### src/rtl/sc_ulpi_rif_pkg.sv
// Shared types for the ULPI register-interface sequencer: command codes, PHY register map,
// sequencer states and the saturating counter helper.
package sc_ulpi_pkg;

    typedef enum logic [1:0] {
        ccdRegWrite = 2'b10,
        ccdRegRead  = 2'b11
    } ccd_e;

    typedef enum logic [5:0] {
        regVendorIdLo = 6'h00,
        regFuncCtrl   = 6'h04,
        regIfCtrl     = 6'h07,
        regOtgCtrl    = 6'h0A,
        regExtAddr    = 6'h2F
    } ulpiRegMap_e;

    localparam logic [5:0] EXT_ADDR_CODE = 6'(regExtAddr);

    typedef enum logic [3:0] {
        IDLE, CMD, EXT, WDATA, STOP, RTURN, RDATA, RDONE, ACK, ABWAIT
    } rifState_t;

    function automatic logic [7:0] sat_inc(input logic [7:0] v);
        return (v == 8'hFF) ? v : v + 8'd1;
    endfunction

endpackage

### src/rtl/sc_ulpi_rif_if.sv
// Register-request handshake plus ULPI pin bundle; slave is the sequencer, master is the
// register controller / PHY side.
interface sc_ulpi_rif_if;
    logic       REG_REQ;
    logic       REG_ACK;
    logic [1:0] REG_CCD;
    logic [5:0] REG_CPD;
    logic [7:0] REG_EXT_ADDR;
    logic [7:0] REG_TX_DATA;
    logic [7:0] ULPI_DATA;
    logic       ULPI_DIR;
    logic       ULPI_NXT;
    logic       ULPI_STP;
    logic [7:0] ULPI_DI;
    logic [7:0] ULPI_DO;
    logic       ULPI_DOE;
    logic [7:0] ABORT_CNT;

    modport slave (
        input  REG_REQ, REG_CCD, REG_CPD, REG_EXT_ADDR, REG_TX_DATA,
               ULPI_DIR, ULPI_NXT, ULPI_DI,
        output REG_ACK, ULPI_DATA, ULPI_STP, ULPI_DO, ULPI_DOE, ABORT_CNT
    );

    modport master (
        output REG_REQ, REG_CCD, REG_CPD, REG_EXT_ADDR, REG_TX_DATA,
               ULPI_DIR, ULPI_NXT, ULPI_DI,
        input  REG_ACK, ULPI_DATA, ULPI_STP, ULPI_DO, ULPI_DOE, ABORT_CNT
    );
endinterface

### src/rtl/sc_ulpi_rif.sv
// ULPI register write/read sequencer with abort/timeout retry; write acks 4 cycles after accept,
// read 5. NXT throttles each byte; DIR high pre-empts the bus and forces a retry.
module sc_ulpi_rif
    import sc_ulpi_pkg::*;
#(
    parameter int NXT_TO_CYC = 255
) (
    input  logic         ULPICLK,
    input  logic         ULPIRST,
    sc_ulpi_rif_if.slave bus
);

    rifState_t  state;
    logic [1:0] ccd_q;
    logic [5:0] cpd_q;
    logic [7:0] ext_q;
    logic [7:0] tx_q;
    logic [7:0] to_cnt;
    logic [7:0] do_q;
    logic [7:0] data_q;
    logic [7:0] abort_q;
    logic       ack_q;
    logic       stp_q;
    logic       ab_gap;
    logic       is_wr;
    logic       ext_sel;
    logic       to_hit;

    assign is_wr   = (ccd_q == ccdRegWrite);
    assign ext_sel = (cpd_q == EXT_ADDR_CODE);
    assign to_hit  = !bus.ULPI_NXT && (to_cnt == 8'(NXT_TO_CYC - 1));

    assign bus.ULPI_DOE  = !bus.ULPI_DIR;
    assign bus.ULPI_DO   = do_q;
    assign bus.ULPI_STP  = stp_q;
    assign bus.REG_ACK   = ack_q;
    assign bus.ULPI_DATA = data_q;
    assign bus.ABORT_CNT = abort_q;

    // Outputs are registered alongside the state: each transition also loads the byte and
    // strobes that belong to the state being entered.
    always_ff @(posedge ULPICLK) begin
        if (ULPIRST) begin
            state   <= IDLE;
            ccd_q   <= 2'b00;
            cpd_q   <= 6'h00;
            ext_q   <= 8'h00;
            tx_q    <= 8'h00;
            to_cnt  <= 8'h00;
            do_q    <= 8'h00;
            data_q  <= 8'h00;
            abort_q <= 8'h00;
            ack_q   <= 1'b0;
            stp_q   <= 1'b0;
            ab_gap  <= 1'b0;
        end else begin
            ack_q <= 1'b0;
            stp_q <= 1'b0;
            unique case (state)
                IDLE: begin
                    if (bus.REG_REQ && !ack_q && !bus.ULPI_DIR) begin
                        ccd_q  <= bus.REG_CCD;
                        cpd_q  <= bus.REG_CPD;
                        ext_q  <= bus.REG_EXT_ADDR;
                        tx_q   <= bus.REG_TX_DATA;
                        do_q   <= {bus.REG_CCD, bus.REG_CPD};
                        to_cnt <= 8'h00;
                        state  <= CMD;
                    end
                end
                CMD, EXT, WDATA: begin
                    // DIR wins over a simultaneous NXT: the PHY has already taken the bus.
                    if (bus.ULPI_DIR) begin
                        state   <= ABWAIT;
                        do_q    <= 8'h00;
                        ab_gap  <= 1'b0;
                        abort_q <= sat_inc(abort_q);
                    end else if (bus.ULPI_NXT) begin
                        to_cnt <= 8'h00;
                        if (state == CMD && ext_sel) begin
                            state <= EXT;
                            do_q  <= ext_q;
                        end else if (state != WDATA && is_wr) begin
                            state <= WDATA;
                            do_q  <= tx_q;
                        end else if (state != WDATA) begin
                            state <= RTURN;
                            do_q  <= 8'h00;
                        end else begin
                            state <= STOP;
                            do_q  <= 8'h00;
                            stp_q <= 1'b1;
                        end
                    end else if (to_hit) begin
                        state   <= ABWAIT;
                        do_q    <= 8'h00;
                        stp_q   <= 1'b1;
                        ab_gap  <= 1'b0;
                        to_cnt  <= 8'h00;
                        abort_q <= sat_inc(abort_q);
                    end else begin
                        to_cnt <= to_cnt + 8'd1;
                    end
                end
                STOP: begin
                    state <= ACK;
                    ack_q <= 1'b1;
                end
                RTURN: begin
                    if (bus.ULPI_DIR) begin
                        state <= RDATA;
                    end else begin
                        state   <= ABWAIT;
                        ab_gap  <= 1'b0;
                        abort_q <= sat_inc(abort_q);
                    end
                end
                RDATA: begin
                    data_q <= bus.ULPI_DI;
                    state  <= RDONE;
                end
                RDONE: begin
                    if (!bus.ULPI_DIR) begin
                        state <= ACK;
                        ack_q <= 1'b1;
                    end
                end
                ACK: state <= IDLE;
                ABWAIT: begin
                    // Needs DIR low for one cycle plus one further idle cycle before retrying.
                    if (bus.ULPI_DIR) begin
                        ab_gap <= 1'b0;
                    end else if (!ab_gap) begin
                        ab_gap <= 1'b1;
                    end else begin
                        ab_gap <= 1'b0;
                        to_cnt <= 8'h00;
                        do_q   <= {ccd_q, cpd_q};
                        state  <= CMD;
                    end
                end
                default: state <= IDLE;
            endcase
        end
    end

endmodule

### src/flat_wrapper.sv
// flat-port wrapper written by rule: the top's interface ports become plain ports
module sc_ulpi_rif_flat import sc_ulpi_pkg::*;
#(
    parameter int NXT_TO_CYC = 255
)
  (ULPICLK, ULPIRST, bus_REG_REQ, bus_REG_CCD, bus_REG_CPD, bus_REG_EXT_ADDR, bus_REG_TX_DATA, bus_ULPI_DIR, bus_ULPI_NXT, bus_ULPI_DI, bus_REG_ACK, bus_ULPI_DATA, bus_ULPI_STP, bus_ULPI_DO, bus_ULPI_DOE, bus_ABORT_CNT);
  sc_ulpi_rif_if bus_i ();
  input  logic ULPICLK;
  input  logic ULPIRST;
  input wire logic [$bits(bus_i.REG_REQ)-1:0] bus_REG_REQ;
  input wire logic [$bits(bus_i.REG_CCD)-1:0] bus_REG_CCD;
  input wire logic [$bits(bus_i.REG_CPD)-1:0] bus_REG_CPD;
  input wire logic [$bits(bus_i.REG_EXT_ADDR)-1:0] bus_REG_EXT_ADDR;
  input wire logic [$bits(bus_i.REG_TX_DATA)-1:0] bus_REG_TX_DATA;
  input wire logic [$bits(bus_i.ULPI_DIR)-1:0] bus_ULPI_DIR;
  input wire logic [$bits(bus_i.ULPI_NXT)-1:0] bus_ULPI_NXT;
  input wire logic [$bits(bus_i.ULPI_DI)-1:0] bus_ULPI_DI;
  output wire logic [$bits(bus_i.REG_ACK)-1:0] bus_REG_ACK;
  output wire logic [$bits(bus_i.ULPI_DATA)-1:0] bus_ULPI_DATA;
  output wire logic [$bits(bus_i.ULPI_STP)-1:0] bus_ULPI_STP;
  output wire logic [$bits(bus_i.ULPI_DO)-1:0] bus_ULPI_DO;
  output wire logic [$bits(bus_i.ULPI_DOE)-1:0] bus_ULPI_DOE;
  output wire logic [$bits(bus_i.ABORT_CNT)-1:0] bus_ABORT_CNT;
  assign bus_i.REG_REQ = bus_REG_REQ;
  assign bus_i.REG_CCD = bus_REG_CCD;
  assign bus_i.REG_CPD = bus_REG_CPD;
  assign bus_i.REG_EXT_ADDR = bus_REG_EXT_ADDR;
  assign bus_i.REG_TX_DATA = bus_REG_TX_DATA;
  assign bus_i.ULPI_DIR = bus_ULPI_DIR;
  assign bus_i.ULPI_NXT = bus_ULPI_NXT;
  assign bus_i.ULPI_DI = bus_ULPI_DI;
  assign bus_REG_ACK = bus_i.REG_ACK;
  assign bus_ULPI_DATA = bus_i.ULPI_DATA;
  assign bus_ULPI_STP = bus_i.ULPI_STP;
  assign bus_ULPI_DO = bus_i.ULPI_DO;
  assign bus_ULPI_DOE = bus_i.ULPI_DOE;
  assign bus_ABORT_CNT = bus_i.ABORT_CNT;
  sc_ulpi_rif #(.NXT_TO_CYC(NXT_TO_CYC)) u_core (.ULPICLK(ULPICLK), .ULPIRST(ULPIRST), .bus(bus_i));
endmodule
### config.mk
export PLATFORM = sky130hd
export DESIGN_NAME = sc_ulpi_rif_flat
export DESIGN_NICKNAME = d
export VERILOG_FILES = /design/src/rtl/sc_ulpi_rif_pkg.sv /design/src/rtl/sc_ulpi_rif_if.sv /design/src/rtl/sc_ulpi_rif.sv /design/src/flat_wrapper.sv
export SDC_FILE = /design/constraint.sdc
export NUM_CORES = 1
export LEC_CHECK = 0
export CAP_MARGIN = 20
export CELL_PAD_IN_SITES_DETAIL_PLACEMENT = 0
export CELL_PAD_IN_SITES_GLOBAL_PLACEMENT = 1
export CORE_ASPECT_RATIO = 1.2
export CORE_MARGIN = 2
export CORE_UTILIZATION = 32
export DETAILED_ROUTE_END_ITERATION = 8
export PLACE_DENSITY = 0.65
export SLEW_MARGIN = 20
export SYNTH_ARGS = -nofsm -noshare
export SYNTH_HDL_FRONTEND = slang
export SYNTH_SLANG_ARGS = --single-unit
### constraint.sdc
create_clock -name ULPICLK -period 3.55 [get_ports ULPICLK]
set_input_delay 0.71 -clock ULPICLK [delete_from_list [all_inputs] [get_ports ULPICLK]]
set_output_delay 0.71 -clock ULPICLK [all_outputs]
set_load 0.01 [all_outputs]
==> impl_metrics.yaml, run 1 <==
run_status:
  status: "finished, final reports clean"
synth:
  synth-simple-area-share_pct: 26.3
  synth_edf_count: 0
  ys_warn_count: 0
  synthMuxAreaShare_pct: 6.05
  synth-main-ff-cell: "dfxtp_1"
  ys_ff_latch: 63
  synth_seq_area_share_pct: 38.1
  yosysUniqueCellTypes: 62
  synthCells: 386
  synth.avg_cell_area_um2: 8.57
  synth.net_count: 426
  async_flop_share_pct: 0
  synthXorXnorAreaFrac_pct: 1.59
  synth_top_family_by_area: "simple AND/OR/NAND/NOR gates"
  synth_compound_area_share_pct: 20.4
  synth-adder-area-share_pct: 1.13
  netlist_area_mm2: 0.00331
timing:
  rsz0062_at_grt: "false"
  finalCriticalPeriod_ns: 2.77
  worst_slew_pin_slew_ns: 0.900
  skew_ns: 0.00380
  setup_tns_ns: 0
  fin_hold_ws_ns: 0.449
  finalSetupViolations: 0
  hold_viol_final: 0
  max_freq_ghz: 0.361
  maxSlewHeadroom_pct: 40.0
  slew_violations: 0
  period_share_pct: 78.0
finish:
  multiInputGateArea_mm2: 0.00183
  fillers: 1013
  drive_above_1_share_pct: 11.2
  fin_nets: 481
  diodes: 0
  seq_area_mm2: 0.00126
  finalNonFillerCells: 571
  area_delta_synth_final_pct: 29.5
  final_util_pct: 42.6
floorplanning:
  rows: 40
  die-width_um: 96.8
  ioPinCount: 64
  die_y_um: 115
  die-area_mm2: 0.0112
  core_mm2: 0.0101
  start_util_pct: 32.9
route:
  vias: 3035
  drt-initial-drc-count: 207
  avgRoutedWirePerCell_um: 15.7
  met1_length_um: 4090
  drt-pass1-iter-count: 4
  wl_met2_um: 4190
  dr_wl_met3_um: 396
  drc_errors: 0
  ant_nets: 0
  avgViaCountPerCell: 5.32
  finalWirelength_um: 8990
  highest_layer: "met4"
hold_path:
  hold_class: "reg -> reg"
clock_network:
  cts_buffers: 9
  cts_root_buf: "clkbuf_16"
  clk_pin_slew_worst_paths_ns: 0.05
  insertion_delay_ns: 0.33
  cts_buffer_depth: 2
  cts_tree: "built"
  cts.repair.resized: 0
  postCtsHoldBufs: 0
  post_cts_buffers: 0
  numClockSinks: 63
  cts_max_level: 3
global_routing:
  antenna_found_initial: 0
  grt_first_pass_wirelength_um: 14900
  grt.total_usage_pct: 16.7
  grt-ovfl-total: 0
  grt_max_degree: 48
  grt_pass1_vias: 2966
setup_path:
  arrival_ns: 2.94
  critPathKind: "in -> reg"
  startpoint_type: "primary input"
  crit_fanout: 11
  end_kind: "flip-flop"
  reg2reg_slack_ns: 1.00
  crit_required_ns: 3.72
power:
  ir_drop_mv: 0.249
  p_leak_nw: 1.60
  p_per_area_mw_per_mm2: 613
place:
  gp_congestion: 0.812
  port_buffers: 63
  dp_hpwl_um: 6120
  dp.cells: 556
job:
  maxCapViolations: 0
==> path summary, 6_finish.rpt <==
| kind | startpoint | to | depth (start not counted) |
|---|---|---|---|
| worst max-delay path | bus_ULPI_DIR | u_core.bus.ULPI_DO[1] | 6 |
| worst min register to register | u_core.tx_q[3] | u_core.tx_q[3] | 2 |
| worst min-delay path | u_core.tx_q[3] | u_core.tx_q[3] | 2 |
| worst max register to register | u_core.state[3] | u_core.bus.ULPI_DO[1] | 6 |
==> per-layer routing <==
metal  up-vias  GRT usage [%]
met5         -              0
met4         0           9.95
met3        20           3.47
met2        87           27.0
met1      1412           20.7
li1       1516              -
==> layout by cell type, fill, tap and decap left out, types with 3 or more instances in the layout <==
cell,n
dfxtp_1,63
clkdlybuf4s50_1,62
nand2_1,58
a21oi_1,45
nor2_1,38
and3_1,14
a211oi_1,12
mux2i_1,11
clkbuf_16,9
nand4_1,8
mux2_2,8
a22o_1,8
a222oi_1,8
buf_4,8
o21ai_0,6
xor2_1,6
a31oi_1,5
nand3_1,5
inv_1,4
nor3b_1,4
o21bai_1,3
nor2b_1,3
and2_1,3
nor3_1,3
ha_1,3
clkbuf_8,3
==> worst max-delay path: stages <==
cell	delay (ns)
clkdlybuf4s50_1	0.58
nor3b_1	0.36
and3b_2	0.26
a211oi_2	0.52
and2_1	0.39
a211oi_1	0.12
==> registers in the layout, summed over array words and instances, names as in the netlist <==
register,cells
u_core.bus.ABORT_CNT,8
u_core.bus.ULPI_DATA,8
u_core.bus.ULPI_DO,8
u_core.ext_q,8
u_core.to_cnt,8
u_core.tx_q,8
u_core.cpd_q,6
u_core.state,4
u_core.ccd_q,2
u_core.ab_gap,1
u_core.bus.REG_ACK,1
u_core.bus.ULPI_STP,1
==> logic make-up (layout without fill, tap and decap cells) <==
group	after synthesis	count (layout)
xor+xnor	6	6
buf+inv	31	90
mux	19	19
flops	63	63
simple gates	165	165
fa+ha+maj	3	3
compound gates	99	99
==> Yosys cell counts (2+ instances only) <==
cell	n	share of area (%)
inv_1	4	0.45
nor3b_1	4	0.91
a41oi_1	2	0.53
nand3_1	5	0.76
nand4_1	8	1.5
nor2b_1	3	0.57
a22o_1	8	2.1
a21oi_1	45	6.8
mux2_2	8	2.7
nand4b_1	2	0.53
and4_1	2	0.53
nor3_2	2	0.60
a31oi_1	5	0.95
o21ai_0	6	0.91
nand2_1	58	6.6
nand3b_1	2	0.45
ha_1	3	1.1
and2b_2	2	0.53
xor2_1	6	1.6
dfxtp_1	63	38
a222oi_1	8	2.4
mux2i_1	11	3.3
and2_1	3	0.57
clkbuf_8	8	3.3
nor2_1	38	4.3
and3_1	14	2.6
and3_2	2	0.45
o21bai_1	3	0.68
nor3_1	3	0.45
clkbuf_1	14	1.6
a211oi_1	12	2.7
buf_6	2	0.68
==> where the power goes <==
part           leakage, nW  switching [W]  total, W  internal, W
clock                0.165       0.000306  0.000972     0.000666
combinational        0.927       0.000404  0.000755     0.000351
sequential           0.512      0.0000998  0.000900     0.000800
==> layout make-up <==
cell class / count / share of cell area [%]
Clock buffer: 12 / 6.22
Clock inverter: 3 / 1.52
Inverter: 4 / 0.350
Multi-Input combinational cell: 292 / 42.8
Sequential cell: 63 / 29.4
Tap cell: 126 / 3.68
Timing Repair Buffer: 71 / 16.0
==> stage by stage <==
| step | area [um^2] | power, W | setup WS (ns) |
|---|---|---|---|
| 2_1_floorplan | 3310 | 0.00143 | 1.25 |
| 3_3_place_gp | 3950 | 0.00166 | 0.590 |
| 3_5_place_dp | 3950 | 0.00167 | 0.434 |
| 4_1_cts | 4290 | 0.00266 | 0.773 |
| 5_1_grt | 4290 | 0.00278 | 0.580 |
| 6_report | 4290 | 0.00263 | 0.781 |
Note: power is estimated with default switching activity, not from simulation.
==> inputs of run 2 (changes only) <==
--- a/config.mk
+++ b/config.mk
@@ -12,7 +12,7 @@
 export CORE_MARGIN = 2
 export CORE_UTILIZATION = 32
 export DETAILED_ROUTE_END_ITERATION = 8
-export PLACE_DENSITY = 0.65
+export PLACE_DENSITY = 0.68
 export SLEW_MARGIN = 20
 export SYNTH_ARGS = -nofsm -noshare
 export SYNTH_HDL_FRONTEND = slang
==> constraint.sdc (replaced) <==
create_clock -name ULPICLK -period 2.25 [get_ports ULPICLK]
set_input_delay 0.45 -clock ULPICLK [delete_from_list [all_inputs] [get_ports ULPICLK]]
set_output_delay 0.45 -clock ULPICLK [all_outputs]
set_load 0.01 [all_outputs]
==> run 2 against run 1 <==
Against the previous run:
- count of clock-buffer cells in the layout grew 1
- register-to-register slack lost 0.92 ns
- critical path depth grew 1
- via count grew 3.3%
- critical path type is now reg -> reg
- critical endpoint is now u_core.bus.ULPI_DO[3]
==> impl_metrics.yaml, run 2 (same netlist as run 1, synthesis figures left out) <==
global_routing:
  grt_first_pass_wirelength_um: 15900
  grt-ovfl-total: 0
  grt_max_degree: 26
  grt_pass1_vias: 3182
  grt.total_usage_pct: 17.7
  antenna_found_initial: 0
clock_network:
  postCtsHoldBufs: 0
  post_cts_buffers: 0
  cts_buffers: 9
  clk_pin_slew_worst_paths_ns: 0.05
  numClockSinks: 63
  cts_root_buf: "clkbuf_16"
  cts.repair.resized: 0
  cts_tree: "built"
  insertion_delay_ns: 0.33
  cts_buffer_depth: 2
  cts_max_level: 3
timing:
  finalSetupViolations: 0
  hold_viol_final: 0
  rsz0062_at_grt: "false"
  maxSlewHeadroom_pct: 45.3
  slew_violations: 0
  period_share_pct: 96.6
  max_freq_ghz: 0.460
  skew_ns: 0.00557
  finalCriticalPeriod_ns: 2.17
  setup_tns_ns: 0
  final.setup.worst_slack_ns: 0.0773
  worst_slew_pin_slew_ns: 0.817
setup_path:
  crit_fanout: 15
  endpoint: "u_core.bus.ULPI_DO[3]"
  cpPeakStageDelay_ns: 0.37
  rr_startpoint: "u_core.state[1]"
  critPathLaunch: "u_core.state[1]"
  cp.depth: 7
  crit_path_top_delay_cell: "a222oi_1"
  crit_family: "compound AO/OA/AOI/OAI gates"
  arrival_ns: 2.37
  reg2reg_to: "u_core.bus.ULPI_DO[3]"
  startpoint_type: "flip-flop"
  end_kind: "flip-flop"
  reg2reg_slack_ns: 0.08
  crit_required_ns: 2.45
  critPathKind: "reg -> reg"
  cp_cell_sequence: "buf_12 > nor3b_4 > nand4_2 > buf_4 > mux2_2 > a222oi_1 > a211oi_1"
  path_buf_inv: 2
  reg2reg_depth: 7
finish:
  diodes: 0
  area_delta_synth_final_pct: 37.4
  drive_above_1_share_pct: 17.8
  fin_nets: 513
  final_common_cell: "dfxtp_1"
  layout_common_cells: "63 x dfxtp_1, 62 x clkdlybuf4s50_1, 58 x nand2_1"
power:
  p_per_area_mw_per_mm2: 913
  total_power_w: 0.00415
  ir_drop_mv: 0.351
  p_leak_nw: 1.75
floorplanning:
  die-area_mm2: 0.0112
  die_y_um: 115
  ioPinCount: 64
  start_util_pct: 32.9
  rows: 40
  core_mm2: 0.0101
  die-width_um: 96.8
route:
  avgRoutedWirePerCell_um: 15.5
  drc_errors: 0
  finalWirelength_um: 9390
  ant_nets: 0
  drt-initial-drc-count: 161
  avgViaCountPerCell: 5.19
  vias: 3135
  drt-pass1-iter-count: 5
place:
  gp_congestion: 0.828
  pre_cts_ws_ns: -0.208
  port_buffers: 63
  dp_hpwl_um: 6710
run_status:
  status: "finished, final reports clean"
job:
  maxCapViolations: 0
hold_path:
  hold_class: "reg -> reg"
run 2: cell types whose count changed in the layout (fill, tap and decap cells not counted), sizes merged:
| cell | delta |
|---|---|
| clkinv | +2 |
| clkbuf | +1 |
| bufinv | -2 |
| buf | +32 |
run 2: how the worst min path moves through the flow:
stage / start / endpoint / slack (ns) / depth (start not counted)
6_report: u_core.tx_q[4] / u_core.tx_q[4] / 0.45 / 2
5_1_grt: u_core.tx_q[0] / u_core.tx_q[0] / 0.47 / 2
4_1_cts: u_core.tx_q[4] / u_core.tx_q[4] / 0.45 / 2
3_5_place_dp: u_core.tx_q[1] / u_core.tx_q[1] / 0.44 / 2
3_3_place_gp: u_core.tx_q[4] / u_core.tx_q[4] / 0.44 / 2
2_1_floorplan: u_core.tx_q[0] / u_core.tx_q[0] / 0.43 / 2
run 2: layout make-up:
| type | instances | area, um^2 |
|---|---|---|
| Timing Repair Buffer | 103 | 976 |
| Tap cell | 126 | 158 |
| Multi-Input combinational cell | 292 | 1840 |
| Fill cell | 1020 | 5510 |
| Clock buffer | 13 | 280 |
| Clock inverter | 3 | 15.0 |
| Inverter | 4 | 15.0 |
| Sequential cell | 63 | 1260 |
run 2: worst register-to-register path: cells and delay by family, from the launching register on:
| family | cells | cell delay (ns) |
|---|---|---|
| buffers and inverters | 2 | 0.42 |
| flip-flops | 1 | 0.35 |
| multiplexers | 1 | 0.28 |
| AND/OR/NAND/NOR | 2 | 0.50 |
| AO/OA/AOI/OAI | 2 | 0.50 |
run 2: power breakdown:
part	leakage [nW]	total, W	internal, W	switching [W]
clock network	0.151	0.00135	0.000860	0.000495
logic	1.09	0.00143	0.000706	0.000728
registers	0.512	0.00136	0.00126	0.000104
run 2: stage by stage:
| stage | util [%] | hold WS [ns] | cells | instance area, um^2 |
|---|---|---|---|---|
| 3_3_place_gp | 42.2 | 0.442 | 588 | 4240 |
| 4_1_cts | 45.1 | 0.450 | 604 | 4540 |
| 2_1_floorplan | - | 0.429 | 386 | 3310 |
| 3_5_place_dp | 42.2 | 0.442 | 588 | 4240 |
| 5_1_grt | 45.2 | 0.472 | 604 | 4550 |
| 6_report | 45.2 | 0.449 | 604 | 4550 |
run 2: routing by layer:
| metal | GRT usage (%) | vias up | share of wire, % |
|---|---|---|---|
| met5 | 0 | - | 0 |
| met4 | 7.98 | 0 | 2.5 |
| met3 | 4.19 | 17 | 4.7 |
| met2 | 31.2 | 91 | 50 |
| met1 | 20.6 | 1443 | 43 |
| li1 | - | 1584 | - |
==> inputs of run 3 (changes only) <==
--- a/config.mk
+++ b/config.mk
@@ -11,6 +11,7 @@
 export CORE_ASPECT_RATIO = 1.2
 export CORE_MARGIN = 2
 export CORE_UTILIZATION = 32
+export CTS_BUF_LIST = sky130_fd_sc_hd__clkbuf_2 sky130_fd_sc_hd__clkbuf_4 sky130_fd_sc_hd__clkbuf_8
 export DETAILED_ROUTE_END_ITERATION = 8
 export PLACE_DENSITY = 0.68
 export SLEW_MARGIN = 20
==> run 3 against run 2 <==
Against the previous run:
- count of clock-buffer cells in the layout unchanged
- sequential cell count unchanged
- cell area down 2.2%
- worst setup slack better by 0.076 ns
- critical endpoint is now u_core.bus.ULPI_DO[0]
- via count up 0.70%
==> impl_metrics.yaml, run 3 (same netlist as run 1, synthesis figures left out) <==
run_status:
  status: "finished, final reports clean"
clock_network:
  numClockSinks: 63
  cts_root_buf: "clkbuf_8"
  insertion_delay_ns: 0.35
  cts_buffer_depth: 2
  clk_pin_slew_worst_paths_ns: 0.07
  cts_buffers: 9
  cts_tree: "built"
  cts_max_level: 3
global_routing:
  grt_pass1_vias: 3150
  grt_first_pass_wirelength_um: 15800
  grt_max_degree: 26
  grt-ovfl-total: 0
  grt.total_usage_pct: 17.5
  antenna_found_initial: 0
finish:
  fin_area_mm2: 0.00445
  finalNonFillerCells: 604
  fin_nets: 513
  final_common_cell: "dfxtp_1"
  final_util_pct: 44.2
  diodes: 0
  area_delta_synth_final_pct: 34.4
  layout_common_cells: "63 x dfxtp_1, 62 x clkdlybuf4s50_1, 58 x nand2_1"
  drive_above_1_share_pct: 17.4
setup_path:
  reg2reg_slack_ns: 0.18
  crit_fanout: 8
  critPathKind: "in -> reg"
  reg2reg_depth: 7
  end_kind: "flip-flop"
  startpoint_type: "primary input"
  crit_required_ns: 2.51
  arrival_ns: 2.35
place:
  dp.cells: 588
  gp_congestion: 0.828
  port_buffers: 63
  dp_hpwl_um: 6710
  dpl-instance-area_mm2: 0.00424
floorplanning:
  die-area_mm2: 0.0112
  start_util_pct: 32.9
  core_mm2: 0.0101
  ioPinCount: 64
  die_y_um: 115
  rows: 40
  die-width_um: 96.8
route:
  vias: 3157
  ant_nets: 0
  drc_errors: 0
  avgViaCountPerCell: 5.23
  drt-pass1-iter-count: 5
  finalWirelength_um: 9350
  avgRoutedWirePerCell_um: 15.5
  drt-initial-drc-count: 127
timing:
  max_freq_ghz: 0.477
  rsz0062_at_grt: "false"
  slew_violations: 0
  period_share_pct: 93.2
  worst_slew_pin_slew_ns: 0.817
  fin_hold_ws_ns: 0.452
  skew_ns: 0.0117
  finalSetupViolations: 0
  hold_viol_final: 0
  maxSlewHeadroom_pct: 45.2
  finalCriticalPeriod_ns: 2.10
job:
  maxCapViolations: 0
power:
  ir_drop_mv: 0.296
  total_power_w: 0.00376
  p_per_area_mw_per_mm2: 845
  p_leak_nw: 1.71
hold_path:
  min_delay_path_depth: 2
  hold_class: "reg -> reg"
## run 3: cell counts in the layout (fill, tap and decap cells not counted)
Identical to the previous run, type by type.
## run 3: where the power goes
part | total [W] | leakage (nW) | internal (W) | switching (W)
Sequential | 0.00136 | 0.512 | 0.00126 | 0.000103
Clock | 0.000966 | 0.105 | 0.000515 | 0.000451
Combinational | 0.00143 | 1.09 | 0.000703 | 0.000726
## run 3: through the flow
| step | setup TNS [ns] | worst slack, ns |
|---|---|---|
| finish | 0 | 0.153 |
| global route | 0 | 0.00523 |
| CTS | 0 | 0.0529 |
| detailed placement | -2.52 | -0.208 |
| global placement | -1.50 | -0.129 |
| floorplan | 0 | 0.191 |
## run 3: critical path, cell delays in order
cell,delay [ns]
clkdlybuf4s50_1,0.56
and2b_2,0.24
and3_2,0.22
o21bai_1,0.35
buf_4,0.23
a21oi_1,0.07
a211oi_1,0.22
## run 3: worst paths after layout
| check | startpoint | end |
|---|---|---|
| hold / removal | u_core.tx_q[4] | u_core.tx_q[4] |
| setup / recovery | bus_ULPI_DIR | u_core.bus.ULPI_DO[0] |
| setup reg to reg | u_core.state[1] | u_core.bus.ULPI_DO[3] |
| hold reg to reg | u_core.tx_q[4] | u_core.tx_q[4] |
## run 3: timing repair
| item | in CTS | in global routing |
|---|---|---|
| gates resized for setup | 0 | 1 |
| hold endpoints to repair | 0 | 0 |
| setup buffers | 0 | 0 |
| hold buffers | 0 | 0 |
| setup endpoints to repair | 0 | 1 |
## run 3: final cells by class
class | instances | area, um^2
inverter | 4 | 15.0
clock inverter | 3 | 15.0
fill | 1042 | 5610
multi-input combinational | 292 | 1840
clock buffer | 13 | 179
sequential | 63 | 1260
timing repair buffer | 103 | 976
tap | 126 | 158
## run 3: per-layer routing
layer / vias up / GRT usage [%] / wire length, um / part of all wire [%]
met2: 87 / 31.3 / 4780 / 51
met1: 1473 / 20.5 / 3990 / 43
met4: 0 / 8.45 / 185 / 2.0
met5: - / 0 / 0 / 0
met3: 15 / 3.04 / 390 / 4.2
li1: 1582 / - / - / -
